**src/rtl/mem_port_arbiter.sv**
```systemverilog
// Arbitrates one single-ported, fixed-latency memory between instruction fetch and MEM-stage data access.
// Optional ARB_ROUND_ROBIN_EN: alternate grants on ties instead of fixed data-over-fetch priority.
module mem_port_arbiter #(
  parameter int LATENCY = 2,
  parameter int ADDR_W  = 64,
  parameter int DATA_W  = 64
) (
  input  logic              clk,
  input  logic              register_reset,
  input  logic              if_req,
  input  logic [ADDR_W-1:0] if_addr,
  output logic [31:0]       if_rdata,
  output logic              if_done,
  output logic              if_stall,
  input  logic              d_read,
  input  logic              d_write,
  input  logic [ADDR_W-1:0] d_addr,
  input  logic [DATA_W-1:0] d_wdata,
  output logic [DATA_W-1:0] d_rdata,
  output logic              d_done,
  output logic              d_stall,
  output logic              m_en,
  output logic              m_we,
  output logic [ADDR_W-1:0] m_addr,
  output logic [DATA_W-1:0] m_wdata,
  input  logic [DATA_W-1:0] m_rdata
);

  typedef enum logic [1:0] {IDLE, ISSUE, WAIT} state_t;

  state_t     state;
  logic [3:0] cnt;
  logic       owner_d;
  logic       d_req;
  logic       if_cand;
  logic       d_cand;
  logic       grant_d;
  logic       finish;

  // A port's own done pulse masks its still-held request, so it is not regranted in the completion cycle.
  always_comb begin
    d_req    = d_read | d_write;
    if_stall = if_req & ~if_done;
    d_stall  = d_req & ~d_done;
    if_cand  = if_stall;
    d_cand   = d_stall;
    finish   = ((state == ISSUE) && (LATENCY == 1)) ||
               ((state == WAIT) && (cnt == 4'd1));
  end

`ifdef ARB_ROUND_ROBIN_EN
  logic last_d;

  always_comb grant_d = d_cand & (~if_cand | ~last_d);

  always_ff @(posedge clk) begin
    if (register_reset) begin
      last_d <= 1'b0;
    end else if ((state == IDLE) && (d_cand || if_cand)) begin
      last_d <= grant_d;
    end
  end
`else
  always_comb grant_d = d_cand;
`endif

  always_ff @(posedge clk) begin
    if (register_reset) begin
      state    <= IDLE;
      cnt      <= 4'd0;
      owner_d  <= 1'b0;
      m_en     <= 1'b0;
      m_we     <= 1'b0;
      m_addr   <= '0;
      m_wdata  <= '0;
      if_done  <= 1'b0;
      d_done   <= 1'b0;
      if_rdata <= '0;
      d_rdata  <= '0;
    end else begin
      m_en    <= 1'b0;
      if_done <= 1'b0;
      d_done  <= 1'b0;
      case (state)
        IDLE: begin
          if (d_cand || if_cand) begin
            owner_d <= grant_d;
            m_en    <= 1'b1;
            m_we    <= grant_d & d_write;
            m_addr  <= grant_d ? d_addr : if_addr;
            m_wdata <= grant_d ? d_wdata : '0;
            state   <= ISSUE;
          end
        end
        ISSUE: begin
          cnt   <= 4'(LATENCY - 1);
          state <= (LATENCY == 1) ? IDLE : WAIT;
        end
        WAIT: begin
          cnt <= cnt - 4'd1;
          if (finish) state <= IDLE;
        end
        default: state <= IDLE;
      endcase
      // Completion: capture read data for the owner; its done pulse lands in the following IDLE cycle.
      if (finish) begin
        if (owner_d) begin
          d_done  <= 1'b1;
          d_rdata <= m_rdata;
        end else begin
          if_done  <= 1'b1;
          if_rdata <= m_addr[2] ? m_rdata[63:32] : m_rdata[31:0];
        end
      end
    end
  end

endmodule
```
**config.mk**
```make
export PLATFORM = sky130hd
export DESIGN_NAME = mem_port_arbiter
export DESIGN_NICKNAME = d
export VERILOG_FILES = /design/src/rtl/mem_port_arbiter.sv
export SDC_FILE = /design/constraint.sdc
export NUM_CORES = 1
export LEC_CHECK = 0
export BUFFER_PORTS_ARGS = -buffer_cell sky130_fd_sc_hd__buf_2
export CORE_AREA = 2 2 193 195
export CTS_CLUSTER_SIZE = 12
export DETAILED_ROUTE_END_ITERATION = 8
export DIE_AREA = 0 0 195 197
export GPL_TIMING_DRIVEN = 0
export SLEW_MARGIN = 20
export SYNTH_ARGS = -nofsm -noshare
export SYNTH_HDL_FRONTEND = slang
export SYNTH_SLANG_ARGS = --single-unit
```
**constraint.sdc**
```tcl
create_clock -name clk -period 2.55 [get_ports clk]
set_input_delay 0.3825 -clock clk [delete_from_list [all_inputs] [get_ports clk]]
set_output_delay 0.3825 -clock clk [all_outputs]
set_load 0.02 [all_outputs]
```
==> results.yml, run 1 <==
synth:
  netlist_area_um2: 10100
  yosysSeqAreaShare_pct: 46.8
  yosysUniqueCellTypes: 31
  yosys_register_bits: 235
  synth-warning-count: 0
  synth.cells.most_frequent: "235 x dfxtp_1, 162 x a21oi_1, 133 x nand2_1"
  synth.area.top_cells: "dfxtp_1 47%, a311oi_1 8.4%, a21oi_1 8.1%, nand3_1 6.5%, nand2_1 5.0%"
  postSynthAreaPerCell_um2: 8.57
  count_of_flip_flops_with_a_built_in_enable_after_synthesis: 0
  synth_cells: 1174
  dominant_cell_by_count_in_the_synthesized_netlist: "dfxtp_1"
  synthesis.nets: 1441
  synth.top_cell.area_share_pct: 46.8
  synthArstFlopShare_pct: 0
  postSynth.topFlopCell: "dfxtp_1"
  post-synth-top-area-cell: "dfxtp_1"
clock_tree:
  cts_tree: "yes"
  clkTransAtPathRegs_ps: 60
  ctsLongestPathBuffers: 3
  cts_sinks: 235
  clock_tree.root_cell: "clkbuf_16"
  cts_max_level: 1
  total_cts_buffers: 28
  worst_skew_pair.late_latency_ps: 550
  cts_repair_resize_count: 0
floorplan:
  floorplan.io_pins: 491
  initial_core_util_pct: 27.8
  die_x_um: 195
  die_h_um: 197
  fp.coreArea_um2: 36300
  die_area_um2: 38400
  std_cell_rows: 70
sta:
  slew_violations: 0
  fmax_mhz: 426
  rsz_0062_raised_after_global_routing: "false"
  setup_violations: 0
  final_hold_viol_count: 0
  tightestPinTransition_ps: 865
  max_slew_margin_pct: 42.3
  timing.final.crit_share_pct: 92.1
  clock-skew-final_ps: 22.8
  sum_neg_setup_slack_ps: 0
  fin_crit_ps: 2350
setup_path:
  critPathCaptureType: "output port"
  worst-r2r-setup-slack_ps: 280
  cp.required_ps: 2170
  timing_worst_setup_path_type: "reg2out"
  cp-start-kind: "flop"
  cp_slowest_stage_delay_ps: 320
  cpMostUsedCell: "buf_2"
  path_buf_inv: 3
  timing.critical_path.slowest_stage_cell: "inv_2"
  timing.critical_path.fanout_max: 16
  crit_family: "buffers and inverters"
  worstPathCellList: "o21bai_2 -> inv_2 -> buf_2 -> buf_2"
  worst-endpoint-arrival_ps: 1970
finish:
  area_growth_pct: 40.0
  finish.cell_count_without_fillers: 2189
  fin_nets: 1959
  fillCellCount: 3854
  post_route_cells_drive_above_1_share_pct: 34.5
route:
  drt.antenna.violating_nets: 0
  post_drt_wl_per_cell_um: 21.7
  drt_drc_violations_left: 0
  drtIter0Drc: 860
  detail_route.vias_per_cell: 5.38
  route.final.wire_length_um: 47500
  num_vias: 11800
  drt_first_pass_iters: 5
global_routing:
  grt_pass1_wl_um: 70300
  grt_overflow: 0
  grt_util_all_layers_pct: 23.5
  number_of_antenna_violations_at_the_first_check_in_global_routing: 9
  first_global_vias: 11400
  maximum_number_of_pins_on_one_net_before_global_route_repair: 17
power_and_ir_drop:
  total_leakage_power_uw: 0.00604
  power-per-cell-area_nw_per_um2: 934
  vdd_ir_drop_max_uv: 464
placement:
  detailedPlacementHpwl_um: 36700
  dp_cells: 2131
  routabilityCongestion: 0.921
  buffer_ports.inserted: 489
status:
  outcome: "complete, no violations"
min_path:
  holdCritPathClass: "in2reg"
job:
  timing.max_cap.violations: 0
placed cells by master (no fill, tap or decap), types with 2 or more instances in the layout:
| cell type | n |
|---|---|
| clkbuf_16 | 29 |
| a21oi_1 | 162 |
| nor2b_1 | 2 |
| inv_2 | 2 |
| clkinv_2 | 5 |
| buf_4 | 4 |
| clkinvlp_4 | 4 |
| ha_1 | 6 |
| o211ai_1 | 65 |
| nor2_1 | 2 |
| nand3_1 | 130 |
| and2_1 | 2 |
| inv_1 | 8 |
| a211oi_1 | 64 |
| o21ai_0 | 68 |
| clkbuf_8 | 4 |
| nand2_1 | 133 |
| diode_2 | 7 |
| buf_1 | 17 |
| nor3_1 | 4 |
| a311oi_1 | 96 |
| mux2i_1 | 34 |
| buf_2 | 538 |
| clkbuf_1 | 85 |
| dfxtp_1 | 235 |
| bufinv_16 | 4 |
metal layers:
layer  routed length (µm)  GRT usage [%]  part of all wire, %
met1                20700           32.0                   44
met2                21700           36.9                   46
met3                 3800           5.25                  8.0
met4                 1260           7.21                  2.7
met5                   26              0                0.055
kinds of logic after synthesis:
| group | Yosys count | share of synthesized area (%) |
|---|---|---|
| adders and majority gates | 6 | 0.746 |
| buffers and inverters | 160 | 6.74 |
| AOI/OAI and AO/OA | 460 | 29.9 |
| DFF | 235 | 46.8 |
| and+or+nand+nor | 279 | 12.5 |
| muxes | 34 | 3.38 |
registers in the layout (all words and copies together), names as in the netlist:
name      count
state         2
owner_d       1
cnt           4
m_we          1
m_en          1
d_done        1
m_wdata      64
d_rdata      64
if_done       1
if_rdata     32
m_addr       64
metrics by stage:
| step | power [µW] | util, % | worst slack [ps] | hold WS [ps] | area (µm²) |
|---|---|---|---|---|---|
| floorplan | 7220 | - | 947 | 451 | 10100 |
| global placement | 8900 | 36.1 | 338 | 459 | 13100 |
| detailed placement | 8930 | 36.1 | 310 | 464 | 13100 |
| CTS | 13200 | 38.8 | 149 | 61.9 | 14100 |
| global route | 13800 | 38.8 | 86.9 | 85.0 | 14100 |
| finish | 13200 | 38.8 | 202 | 83.8 | 14100 |
what timing repair did:
| item | CTS | global route |
|---|---|---|
| hold buffers | 0 | 0 |
| buffers inserted | 0 | 0 |
| endpoints found under the setup margin | 1 | 0 |
area by class of cell:
cell class                 count  area (µm²)  share of cell area (%)
sequential                   235        4700                    33.4
multi-input combinational    779        4680                    33.2
timing repair buffer         489        2450                    17.4
clock buffer                  39         803                    5.70
buffer                       149         636                    4.51
tap                          468         586                    4.16
clock inverter                13         175                    1.24
inverter                      10        37.5                   0.266
antenna                        7        17.5                   0.124
tightest hold or removal path: stages:
cell and delay [ps]:
buf_2 90, nand3_1 50, a21oi_1 60
power breakdown:
part	switching (µW)	leakage, µW	total (µW)	internal (µW)
Sequential	301	0.00192	4490	4190
Combinational	3040	0.00365	4410	1370
Clock	1660	0.000470	4250	2600
Total	5000	0.00604	13200	8160
final timing paths:
check / cells after the start / from / end
worst min-delay path: 3 / d_wdata[43] / m_wdata[43]
worst min register to register: 2 / d_rdata[59] / d_rdata[59]
worst max register to register: 7 / state[0] / m_addr[61]
worst max-delay path: 4 / d_done / d_stall
No activity file was read; power rests on OpenSTA's default activity.
==> inputs of run 2 (changes only) <==
Settings changed: CORE_AREA 2 2 193 195 to 2 2 191 193, DIE_AREA 0 0 195 197 to 0 0 193 195.
Clock period 2.55 ns to 2.7 ns, I/O delays scaled along.
==> results.yml, run 2 (same netlist as run 1, synthesis figures left out) <==
status:
  outcome: "complete, no violations"
finish:
  area_growth_pct: 39.7
  fin_area_um2: 14100
  final_cell_mix: "539 x buf_2, 235 x dfxtp_1, 162 x a21oi_1"
  fin_nets: 1960
  mostFrequentLayoutCell: "buf_2"
  reg.largest.list: "d_rdata (64), m_addr (64), m_wdata (64)"
  fillCellCount: 3741
  post_route_cells_drive_above_1_share_pct: 34.6
setup_path:
  critical_path.reg2reg.startpoint: "state[0]"
  cp.required_ps: 2300
  timing_worst_setup_path_type: "reg2out"
  critical_path.startpoint: "d_done"
  worst-endpoint-arrival_ps: 2080
  timing.critical_path.fanout_max: 10
  critPathCaptureType: "output port"
  cp-start-kind: "flop"
placement:
  buffer_ports.inserted: 489
  detailedPlacementHpwl_um: 36200
  setup_ws_pre_cts_ps: 445
  routabilityCongestion: 0.922
  dpl-instance-area_um2: 13100
clock_tree:
  ctsLongestPathBuffers: 3
  total_cts_buffers: 28
  cts_repair_resize_count: 0
  cts_sinks: 235
  clkTransAtPathRegs_ps: 60
  ctsHoldBuffers: 0
  clock_tree.root_cell: "clkbuf_16"
  cts_max_level: 1
  cts_tree: "yes"
  post_cts.repair.setup_buffers: 0
  worst_skew_pair.late_latency_ps: 540
sta:
  fin_crit_ps: 2480
  final_hold_viol_count: 0
  max_slew_margin_pct: 45.1
  setup_violations: 0
  slew_violations: 0
  sum_neg_setup_slack_ps: 0
  worst_setup_slack_after_layout_ps: 216
  tightestPinTransition_ps: 823
  clock-skew-final_ps: 8.32
  timing.final.crit_share_pct: 92.0
  rsz_0062_raised_after_global_routing: "false"
  fmax_mhz: 403
floorplan:
  die_x_um: 193
  fp.coreArea_um2: 35400
  floorplan.io_pins: 491
  die_h_um: 195
  initial_core_util_pct: 28.4
  std_cell_rows: 69
  die_area_um2: 37600
route:
  detail_route.vias_per_cell: 5.36
  num_vias: 11700
  route.final.wire_length_um: 47100
  post_drt_wl_per_cell_um: 21.6
  drt_drc_violations_left: 0
  drt.antenna.violating_nets: 0
  drtIter0Drc: 649
  drt_first_pass_iters: 5
global_routing:
  grt_util_all_layers_pct: 23.4
  number_of_antenna_violations_at_the_first_check_in_global_routing: 11
  maximum_number_of_pins_on_one_net_before_global_route_repair: 14
  first_global_vias: 11400
  grt_overflow: 0
  grt_pass1_wl_um: 68100
min_path:
  holdCritStartpoint: "d_wdata[23]"
  holdCritPathClass: "in2reg"
power_and_ir_drop:
  total_leakage_power_uw: 0.00603
  power-per-cell-area_nw_per_um2: 872
  vdd_ir_drop_max_uv: 532
job:
  timing.max_cap.violations: 0
==> run 2: final timing paths <==
check        cells past startpoint  slack, ps          end
min                              3        120  m_wdata[23]
max                              5        220      d_stall
max reg2reg                      8        490  m_wdata[32]
min reg2reg                      2        470  d_rdata[26]
==> run 2: power by group <==
| group | switching (µW) | total, µW | internal, µW |
|---|---|---|---|
| logic | 2860 | 4150 | 1290 |
| clock network | 1530 | 3860 | 2330 |
| registers | 290 | 4250 | 3960 |
==> run 2: worst max-delay path: stages (launching register included) <==
cell      delay [ps]
dfxtp_1          300
o21bai_2         250
inv_2            150
buf_2            320
buf_2            300
buf_2            210
==> run 2: layout make-up <==
class	count	area (µm²)	share of cell area, %
sequential	235	4700	33.5
tap	461	577	4.10
timing repair buffer	489	2450	17.4
multi-input combinational	779	4680	33.3
antenna	11	27.5	0.196
buffer	150	641	4.56
clock buffer	41	841	5.98
clock inverter	9	100	0.712
inverter	10	37.5	0.267
==> run 2: metrics by stage <==
| stage | instances | power, µW | util [%] | hold WS (ps) |
|---|---|---|---|---|
| after global routing | 2182 | 12900 | 39.7 | 95.2 |
| after floorplan | 1174 | 6820 | - | 451 |
| after detailed placement | 2124 | 8430 | 37.0 | 467 |
| after global placement | 2124 | 8390 | 37.0 | 458 |
| after CTS | 2174 | 12300 | 39.6 | 89.4 |
| final | 2185 | 12300 | 39.7 | 121 |
==> run 2: layer usage <==
| layer | wire length, µm | up-vias | share of wire (%) | track usage [%] |
|---|---|---|---|---|
| li1 | - | 5449 | - | - |
| met1 | 19900 | 5634 | 42 | 30.5 |
| met2 | 21700 | 514 | 46 | 37.7 |
| met3 | 3630 | 109 | 7.7 | 5.12 |
| met4 | 1900 | 4 | 4.0 | 9.01 |
| met5 | 21 | - | 0.045 | 0 |
==> inputs of run 3 (changes only) <==
Settings changed: ABC_AREA from default to 1, CORE_AREA 2 2 191 193 to 2 2 190 192, DIE_AREA 0 0 193 195 to 0 0 192 194, SKIP_CTS_REPAIR_TIMING from default to 1.
==> results.yml, run 3 <==
clock_tree:
  cts_sinks: 235
  cts_tree: "yes"
  clkTransAtPathRegs_ps: 60
  cts_max_level: 1
  total_cts_buffers: 27
  ctsLongestPathBuffers: 3
  clock_tree.root_cell: "clkbuf_16"
  worst_skew_pair.late_latency_ps: 540
setup_path:
  critPathCaptureType: "output port"
  worst-endpoint-arrival_ps: 1740
  timing_worst_setup_path_type: "reg2out"
  cp.required_ps: 2300
  critical_path.startpoint: "d_done"
  timing.reg2reg.worst_path_depth: 8
  crit_path_end: "d_stall"
  cp-start-kind: "flop"
  timing.critical_path.fanout_max: 10
  critical_path.reg2reg.startpoint: "state[0]"
  worst-r2r-setup-slack_ps: 700
  worstReg2RegEnd: "owner_d"
sta:
  fin_worst_hold_slack_ps: 118
  worst_setup_slack_after_layout_ps: 554
  rsz_0062_raised_after_global_routing: "false"
  tightestPinTransition_ps: 805
  final_hold_viol_count: 0
  fin_crit_ps: 2150
  setup_violations: 0
  fmax_mhz: 466
  max_slew_margin_pct: 46.3
  timing.final.crit_share_pct: 79.5
  clock-skew-final_ps: 13.7
  sum_neg_setup_slack_ps: 0
  slew_violations: 0
synth:
  yosysSeqAreaShare_pct: 46.2
  netlist_area_um2: 10200
  dominant_cell_by_count_in_the_synthesized_netlist: "nand2_1"
  yosysUniqueCellTypes: 20
  synth-warning-count: 0
  postSynth.topFlopCell: "dfxtp_1"
  synthesis.nets: 1827
  synth.area.top_cells: "dfxtp_1 46%, nand2_1 25%, nor2_1 7.4%, a21oi_1 6.7%, inv_1 4.0%"
  post-synth-top-area-cell: "dfxtp_1"
  synth_cells: 1560
  synth.cells.most_frequent: "682 x nand2_1, 235 x dfxtp_1, 202 x nor2_1"
  yosys_register_bits: 235
  synth.top_cell.area_share_pct: 46.2
  count_of_flip_flops_with_a_built_in_enable_after_synthesis: 0
  synthArstFlopShare_pct: 0
  postSynthAreaPerCell_um2: 6.53
route:
  detail_route.vias_per_cell: 4.46
  post_drt_wl_per_cell_um: 15.8
  drtIter0Drc: 500
  route.final.wire_length_um: 40500
  drt_drc_violations_left: 0
  drt_first_pass_iters: 7
  drt.antenna.violating_nets: 0
  num_vias: 11400
finish:
  mostFrequentLayoutCell: "nand2_1"
  multiInputGateArea_um2: 4560
  layout.area.seq_um2: 4700
  reg.largest.list: "d_rdata (64), m_addr (64), m_wdata (64)"
  fin_nets: 2345
  final_cell_mix: "682 x nand2_1, 545 x buf_2, 235 x dfxtp_1"
  fillCellCount: 3812
  area_growth_pct: 38.6
  post_route_cells_drive_above_1_share_pct: 28.4
placement:
  detailedPlacementHpwl_um: 32100
  buffer_ports.inserted: 489
  setup_ws_pre_cts_ps: 568
  routabilityCongestion: 0.880
floorplan:
  std_cell_rows: 69
  die_x_um: 192
  fp.coreArea_um2: 35200
  initial_core_util_pct: 28.9
  die_area_um2: 37200
  die_h_um: 194
  floorplan.io_pins: 491
min_path:
  holdCritPathClass: "in2reg"
global_routing:
  grt_pass1_wl_um: 59900
  maximum_number_of_pins_on_one_net_before_global_route_repair: 14
  grt_util_all_layers_pct: 20.6
  number_of_antenna_violations_at_the_first_check_in_global_routing: 4
  grt_overflow: 0
  first_global_vias: 10900
status:
  outcome: "complete, no violations"
job:
  timing.max_cap.violations: 0
power_and_ir_drop:
  total_leakage_power_uw: 0.00756
  vdd_ir_drop_max_uv: 415
  power-per-cell-area_nw_per_um2: 1000
[run 3: logic make-up (layout without fill, tap and decap cells)]
| group | after synthesis | in the layout | synth area share, % |
|---|---|---|---|
| AOI/OAI and AO/OA | 140 | 140 | 6.94 |
| adders and majority gates | 6 | 6 | 0.737 |
| buffers and inverters | 221 | 757 | 9.05 |
| DFF | 235 | 235 | 46.2 |
| and+or+nand+nor | 958 | 958 | 37.1 |
| other | 0 | 2 | 0 |
[run 3: worst min path at each step]
stage | startpoint | slack (ps) | end | depth (start not counted)
after global placement | d_rdata[31] | 440 | d_rdata[31] | 2
after floorplan | cnt[1] | 460 | cnt[1] | 2
after CTS | d_wdata[63] | 80 | m_wdata[63] | 3
final | d_wdata[63] | 120 | m_wdata[63] | 3
after global routing | d_wdata[42] | 90 | m_wdata[42] | 3
after detailed placement | m_wdata[46] | 450 | m_wdata[46] | 2
[run 3: per-layer routing]
metal	up-vias	routed length [µm]	part of all wire [%]	track usage (%)
li1	5829	-	-	-
met1	5074	16200	40	23.0
met2	431	19700	49	37.4
met3	73	3560	8.8	5.88
met4	0	1060	2.6	6.25
met5	-	0	0	0
[run 3: cell type report]
| cell class | instances | share of cell area [%] |
|---|---|---|
| Tap cell | 461 | 4.09 |
| Clock inverter | 7 | 0.807 |
| Antenna cell | 2 | 0.0355 |
| Clock buffer | 40 | 5.56 |
| Inverter | 111 | 2.95 |
| Timing Repair Buffer | 489 | 17.3 |
| Buffer | 110 | 3.58 |
| Sequential cell | 235 | 33.3 |
| Multi-Input combinational cell | 1104 | 32.3 |
[run 3: per-stage QoR]
stage                     utilization [%]  std cells  total power (µW)  instance area [µm²]
after floorplan                         -       1560              8410                10200
after global placement               37.5       2510             10400                13200
after detailed placement             37.5       2510             10500                13200
after CTS                            40.1       2557             14300                14100
after global routing                 40.1       2557             15200                14100
final                                40.1       2559             14200                14100
[run 3: worst max-delay path, cell delays in order, from the launching register on]
cell      delay (ps)
dfxtp_1          320
inv_1             60
o21ai_2          120
inv_1            130
clkbuf_1         320
buf_2            240
[run 3: power by group]
part	total, µW	internal (µW)	leakage, µW	switching (µW)
sequential	4620	4220	0.00192	403
clock	3730	2280	0.000443	1450
combinational	5800	1770	0.00519	4030
total	14200	8270	0.00756	5880
